--- config.mk ---
export PLATFORM = sky130hd
export DESIGN_NAME = lane_dispatch_seq_flat
export DESIGN_NICKNAME = d
export VERILOG_FILES = /design/src/rtl/lane_dispatch_seq_pkg.sv /design/src/rtl/lane_dispatch_seq_if.sv /design/src/rtl/lane_dispatch_seq_lane_col_counter.sv /design/src/rtl/lane_dispatch_seq.sv /design/src/flat_wrapper.sv
export SDC_FILE = /design/constraint.sdc
export NUM_CORES = 1
export LEC_CHECK = 0
export CORE_AREA = 4 4 53 55
export DETAILED_ROUTE_END_ITERATION = 16
export DIE_AREA = 0 0 57 59
export GPL_ROUTABILITY_DRIVEN = 0
export PLACE_DENSITY_LB_ADDON = 0.15
export SYNTH_ARGS = -nofsm -noshare
export SYNTH_HDL_FRONTEND = slang
export SYNTH_SLANG_ARGS = --single-unit
export TNS_END_PERCENT = 5
--- constraint.sdc ---
create_clock -name clk -period 1.9 [get_ports clk]
set_input_delay 0.38 -clock clk [delete_from_list [all_inputs] [get_ports clk]]
set_output_delay 0.38 -clock clk [all_outputs]
set_load 0.02 [all_outputs]
--- src/rtl/lane_dispatch_seq_pkg.sv ---
// ============================================================================
// cnn_dispatch_pkg : shared types and helpers for the lane dispatch sequencer
// Rev 1.0
// ============================================================================
`default_nettype none

package cnn_dispatch_pkg;

  localparam int LANES = 4;

  typedef enum logic [1:0] {
    IDLE  = 2'd0,
    RUN   = 2'd1,
    FLUSH = 2'd2,
    DONE  = 2'd3
  } dispatch_state_t;

  function automatic logic [LANES-1:0] lane_onehot(input logic [1:0] lane);
    lane_onehot = 4'b0001 << lane;
  endfunction

endpackage

`default_nettype wire

--- src/rtl/lane_dispatch_seq_if.sv ---
// ============================================================================
// lane_dispatch_seq_if : pixel stream in, demux/FIFO-write side out
// Rev 1.0
// ============================================================================
`default_nettype none

interface lane_dispatch_seq_if
  import cnn_dispatch_pkg::*;
#(
  parameter int SIZE = 8
) ();

  logic             s_valid;
  logic             s_ready;
  logic [SIZE-1:0]  s_data;
  logic             s_last;
  logic [LANES-1:0] lane_full;
  logic [1:0]       sel;
  logic [SIZE-1:0]  d_out;
  logic [LANES-1:0] lane_we;
  logic             frame_done;

  modport master (
    output s_valid, s_data, s_last, lane_full,
    input  s_ready, sel, d_out, lane_we, frame_done
  );

  modport slave (
    input  s_valid, s_data, s_last, lane_full,
    output s_ready, sel, d_out, lane_we, frame_done
  );

endinterface

`default_nettype wire

--- src/rtl/lane_dispatch_seq_lane_col_counter.sv ---
// ============================================================================
// lane_col_counter : column counter within a row, lane counter wrapping 3->0
// Rev 1.0
// ============================================================================
`default_nettype none

module lane_col_counter #(
  parameter  int ROW_LEN = 16,
  localparam int COL_W   = $clog2(ROW_LEN)
) (
  input  wire logic             clk,
  input  wire logic             rst_n,
  input  wire logic             step,
  input  wire logic             clear,
  output logic      [COL_W-1:0] col,
  output logic      [1:0]       lane,
  output logic                  row_end
);

  logic [COL_W-1:0] r_col;
  logic [1:0]       r_lane;
  logic             w_row_end;

  assign w_row_end = (r_col == COL_W'(ROW_LEN - 1));

  always_ff @(posedge clk or negedge rst_n) begin
    if (!rst_n) begin
      r_col  <= '0;
      r_lane <= '0;
    end else if (clear) begin
      r_col  <= '0;
      r_lane <= '0;
    end else if (step) begin
      if (w_row_end) begin
        r_col  <= '0;
        r_lane <= r_lane + 2'd1;
      end else begin
        r_col  <= r_col + COL_W'(1);
      end
    end
  end

  assign col     = r_col;
  assign lane    = r_lane;
  assign row_end = w_row_end;

endmodule

`default_nettype wire

--- src/rtl/lane_dispatch_seq.sv ---
// ============================================================================
// lane_dispatch_seq : feeds the 1:4 lane demux, ROW_LEN pixels per lane row,
// zero-pads a short final row. Optional stats via DISPATCH_STATS_EN.
// Rev 1.0
// ============================================================================
`default_nettype none

module lane_dispatch_seq
  import cnn_dispatch_pkg::*;
#(
  parameter  int SIZE    = 8,
  parameter  int ROW_LEN = 16,
  localparam int COL_W   = $clog2(ROW_LEN)
) (
  input  wire logic      clk,
  input  wire logic      rst_n,
  lane_dispatch_seq_if.slave bus
`ifdef DISPATCH_STATS_EN
  ,
  output logic [15:0]    stall_cnt,
  output logic [15:0]    frame_cnt
`endif
);

  dispatch_state_t  r_state;
  logic [1:0]       r_sel;
  logic [SIZE-1:0]  r_d_out;
  logic [LANES-1:0] r_lane_we;
  logic             r_frame_done;

  logic [COL_W-1:0] w_col;
  logic [1:0]       w_lane;
  logic             w_row_end;
  logic             w_idle_run;
  logic             w_ready;
  logic             w_accept;
  logic             w_pad;

  assign w_idle_run = (r_state == IDLE) || (r_state == RUN);
  // Only the current lane's full flag matters; s_ready held low during reset.
  assign w_ready    = rst_n & w_idle_run & ~bus.lane_full[w_lane];
  assign w_accept   = bus.s_valid & w_ready;
  assign w_pad      = (r_state == FLUSH) & ~bus.lane_full[w_lane];

  lane_col_counter #(
    .ROW_LEN (ROW_LEN)
  ) u_counter (
    .clk     (clk),
    .rst_n   (rst_n),
    .step    (w_accept | w_pad),
    .clear   (r_state == DONE),
    .col     (w_col),
    .lane    (w_lane),
    .row_end (w_row_end)
  );

  always_ff @(posedge clk or negedge rst_n) begin
    if (!rst_n) begin
      r_state      <= IDLE;
      r_sel        <= '0;
      r_d_out      <= '0;
      r_lane_we    <= '0;
      r_frame_done <= 1'b0;
    end else begin
      r_lane_we    <= '0;
      r_frame_done <= 1'b0;
      case (r_state)
        IDLE, RUN: begin
          if (w_accept) begin
            r_d_out   <= bus.s_data;
            r_sel     <= w_lane;
            r_lane_we <= lane_onehot(w_lane);
            if (bus.s_last) r_state <= w_row_end ? DONE : FLUSH;
            else            r_state <= RUN;
          end
        end
        FLUSH: begin
          if (w_pad) begin
            r_d_out   <= '0;
            r_sel     <= w_lane;
            r_lane_we <= lane_onehot(w_lane);
            if (w_row_end) r_state <= DONE;
          end
        end
        DONE: begin
          r_frame_done <= 1'b1;
          r_state      <= IDLE;
        end
        default: r_state <= IDLE;
      endcase
    end
  end

`ifdef DISPATCH_STATS_EN
  logic [15:0] r_stall_cnt;
  logic [15:0] r_frame_cnt;

  always_ff @(posedge clk or negedge rst_n) begin
    if (!rst_n) begin
      r_stall_cnt <= '0;
      r_frame_cnt <= '0;
    end else begin
      if (bus.s_valid && !w_ready && w_idle_run && (r_stall_cnt != 16'hFFFF))
        r_stall_cnt <= r_stall_cnt + 16'd1;
      if (r_state == DONE)
        r_frame_cnt <= r_frame_cnt + 16'd1;
    end
  end

  assign stall_cnt = r_stall_cnt;
  assign frame_cnt = r_frame_cnt;
`endif

  assign bus.s_ready    = w_ready;
  assign bus.sel        = r_sel;
  assign bus.d_out      = r_d_out;
  assign bus.lane_we    = r_lane_we;
  assign bus.frame_done = r_frame_done;

endmodule

`default_nettype wire

--- src/flat_wrapper.sv ---
// flat-port wrapper written by rule: the top's interface ports become plain ports
module lane_dispatch_seq_flat import cnn_dispatch_pkg::*;
#(
  parameter  int SIZE    = 8,
  parameter  int ROW_LEN = 16,
  localparam int COL_W   = $clog2(ROW_LEN)
)
  (clk, rst_n, bus_s_valid, bus_s_data, bus_s_last, bus_lane_full, bus_s_ready, bus_sel, bus_d_out, bus_lane_we, bus_frame_done);
  lane_dispatch_seq_if #(.SIZE(SIZE)) bus_i ();
  input  wire logic clk;
  input  wire logic rst_n;
  input wire logic [$bits(bus_i.s_valid)-1:0] bus_s_valid;
  input wire logic [$bits(bus_i.s_data)-1:0] bus_s_data;
  input wire logic [$bits(bus_i.s_last)-1:0] bus_s_last;
  input wire logic [$bits(bus_i.lane_full)-1:0] bus_lane_full;
  output wire logic [$bits(bus_i.s_ready)-1:0] bus_s_ready;
  output wire logic [$bits(bus_i.sel)-1:0] bus_sel;
  output wire logic [$bits(bus_i.d_out)-1:0] bus_d_out;
  output wire logic [$bits(bus_i.lane_we)-1:0] bus_lane_we;
  output wire logic [$bits(bus_i.frame_done)-1:0] bus_frame_done;
  assign bus_i.s_valid = bus_s_valid;
  assign bus_i.s_data = bus_s_data;
  assign bus_i.s_last = bus_s_last;
  assign bus_i.lane_full = bus_lane_full;
  assign bus_s_ready = bus_i.s_ready;
  assign bus_sel = bus_i.sel;
  assign bus_d_out = bus_i.d_out;
  assign bus_lane_we = bus_i.lane_we;
  assign bus_frame_done = bus_i.frame_done;
  lane_dispatch_seq #(.SIZE(SIZE), .ROW_LEN(ROW_LEN)) u_core (.clk(clk), .rst_n(rst_n), .bus(bus_i));
endmodule
==> flow_metrics.tcl, run 1 <==
set metrics [dict create \
    grt_max_degree 24 \
    met3_length_um 113 \
    die_x_um 57 \
    cts.clk_slew.worst_paths_ns 0.12 \
    initial_core_util_pct 42.19 \
    startpoint_type "flip-flop" \
    cts_max_path_buffers 2 \
    grt_pass1_vias 803 \
    dp_hpwl_um 1704 \
    worst_skew_pair.late_latency_ns 0.30 \
    pwr_density_cell_mw_per_mm2 1379 \
    drv_cap 0 \
    io_pins 32 \
    coreArea_mm2 0.002387 \
    period_share_pct 102.7 \
    ys_seq_area_share_pct 57.14 \
    maxSlewViolCount 0 \
    violations "setup timing" \
    dieHeight_um 59 \
    worstPathArrival_ns 1.57 \
    p_leak_nw 0.6844 \
    finalCriticalPeriod_ns 1.952 \
    irDropWorstVdd_mv 0.7512 \
    async_flop_share_pct 100.0 \
    synth_area_mm2 0.001007 \
    hold_viol 0 \
    rsz0062_at_grt "yes" \
    pre_cts_slack_ns -0.5926 \
    ys_ff_latch 23 \
    gr-total-overflow 0 \
    clock-sinks 23 \
    clockRootBuffer "clkbuf_4" \
    vias 782 \
    post-route-drc-count 0 \
    required_ns 1.52 \
    n_antenna_cell 0 \
    critPathKind "reg -> out" \
    outcome "finished with violations" \
    drt_pass1_iterations 4 \
    cts_setup_buffers 0 \
    synth_cell_types 24 \
    critPathMaxFanout 2 \
    critPathCaptureType "primary output" \
    route.met2.wl_um 1141 \
    port_buffers 31 \
    syn_nets 102 \
    n_fill_cell 216 \
    drt-initial-drc-count 10 \
    ctsHoldBuffers 0 \
    post_dp_cell_area_mm2 0.001428 \
    drive_gt1_share_pct 20.63 \
    ys.warnings.count 0 \
    synth_cells 81 \
    routed_via_density 5.013 \
    die-area_mm2 0.003363 \
    area_delta_synth_final_pct 44.84 \
    setup_viol 1 \
    grtUsageTotal_pct 13.83 \
    hold_class "reg -> reg" \
    top_layer_used "met4" \
    finClkSkew_ns 0.002230 \
    finalWorstSetupSlack_ns -0.05180 \
    synth_flop_cell "dfrtp_1" \
    routedWlPerCell_um 14.04 \
    fp-row-count 18 \
    nets 148 \
    tns_ns -0.05180 \
    synth_edf_count 0 \
    totalWireLength_um 2190 \
    final_util_pct 61.11 \
    fin_area_mm2 0.001459 \
    power_w 0.002012 \
    cts_buffers 3 \
    cts_tree "done" \
    wl_met1_um 921 \
    htreeDepth 1 \
    slew_headroom_pct 80.22 \
    max_freq_mhz 512.3 \
    syn_avg_cell_area_um2 12.43 \
    worst_pin_slew_ns 0.2929 \
    grt_pass1_wl_um 3553 \
    ant_nets 0 \
    antenna_found_initial 0 \
]
## state kept, by name, indices dropped and copies added (netlist names)
name,cells
u_core.bus.lane_we,4
u_core.r_state,2
u_core.bus.sel,2
u_core.bus.d_out,8
u_core.u_counter.lane,2
u_core.bus.frame_done,1
u_core.u_counter.col,4
## synth_stat cells (2+ instances only)
cell type / instances / area, um^2
buf_6: 2 / 22.52
a22o_1: 8 / 70.07
inv_1: 4 / 15.01
o31ai_1: 2 / 15.01
and2_2: 4 / 30.03
a21oi_1: 2 / 10.01
nand2_1: 9 / 33.78
dfrtp_1: 23 / 575.6
ha_1: 5 / 62.56
mux2i_1: 3 / 30.03
nand3_1: 4 / 20.02
nor3b_1: 2 / 15.01
o22ai_1: 2 / 12.51
## cells by family (layout without fill, tap and decap cells)
group                    Yosys count  after routing  synth area share (%)
AND/OR/NAND/NOR                   25             25                 14.41
multiplexers                       4              4                 5.217
flip-flops                        23             23                 57.14
AO/OA/AOI/OAI                     18             18                 13.29
adder cells (fa/ha/maj)            5              5                 6.211
buffers and inverters              6             51                 3.726
## cell usage in the layout (no fill, tap or decap), types with 3 or more instances in the layout
master,synthesis,layout
clkdlybuf4s50_1,0,26
nand3_1,4,4
and2_2,4,4
nand2_1,9,9
inv_1,4,4
dfrtp_1,23,23
mux2i_1,3,3
clkbuf_4,0,3
a22o_1,8,8
buf_4,0,13
dlygate4sd2_1,0,4
ha_1,5,5
## path summary, 6_finish.rpt
path | cells past startpoint | to | start | slack (ns)
worst max-delay path | 3 | bus_s_ready | u_core.u_counter.lane[0] | -0.05
worst min-delay path | 1 | u_core.bus.d_out[7] | u_core.bus.d_out[7] | 0.51
worst max register to register | 6 | u_core.u_counter.lane[1] | u_core.u_counter.lane[0] | 0.12
worst min register to register | 1 | u_core.bus.d_out[7] | u_core.bus.d_out[7] | 0.51
max in group asynchronous | 3 | u_core.u_counter.col[0] | rst_n | 1.13
min in group asynchronous | 3 | u_core.r_state[1] | rst_n | 0.55
## critical path: stages, from the launching register on
cell and delay (ns):
dfrtp_1 0.40, mux4_2 0.54, nor3b_2 0.17, buf_4 0.16
## per-stage QoR
| stage | hold slack [ns] | std cells |
|---|---|---|
| 4_1_cts | 0.5167 | 156 |
| 3_5_place_dp | 0.4835 | 152 |
| 6_report | 0.5116 | 156 |
| 2_1_floorplan | 0.08441 | 81 |
| 3_3_place_gp | 0.4700 | 152 |
| 5_1_grt | 0.5416 | 156 |
## routing by layer
metal  global-route usage, %  up-vias
li1                        -      382
met1                   15.89      379
met2                   25.45       19
met3                   2.832        2
met4                   4.967        0
met5                       0        -
## where the power goes
group / switching (W) / internal, W
combinational: 0.000486 / 0.000515
sequential: 0.000126 / 0.000664
clock: 0.000139 / 0.0000817
## layout make-up
type	count	area [um^2]	share of cell area (%)
Sequential cell	23	575.6	39.45
Multi-Input combinational cell	52	411.6	28.22
Clock buffer	4	26.28	1.801
Inverter	4	15.01	1.029
Tap cell	30	37.54	2.573
Timing Repair Buffer	43	392.9	26.93
## timing repair
action | 4_1_cts | 5_1_grt
gates resized for setup | 9 | 3
endpoints found under the setup margin | 2 | 14
pin swaps | 1 | 0
No activity file was read; power rests on OpenSTA's default activity.
==> run 2, diff against run 1 <==
CAP_MARGIN = 5   (was unset)
==> results of run 2 <==
Same layout as run 1: the final DEF is identical, and so are final timing and power.
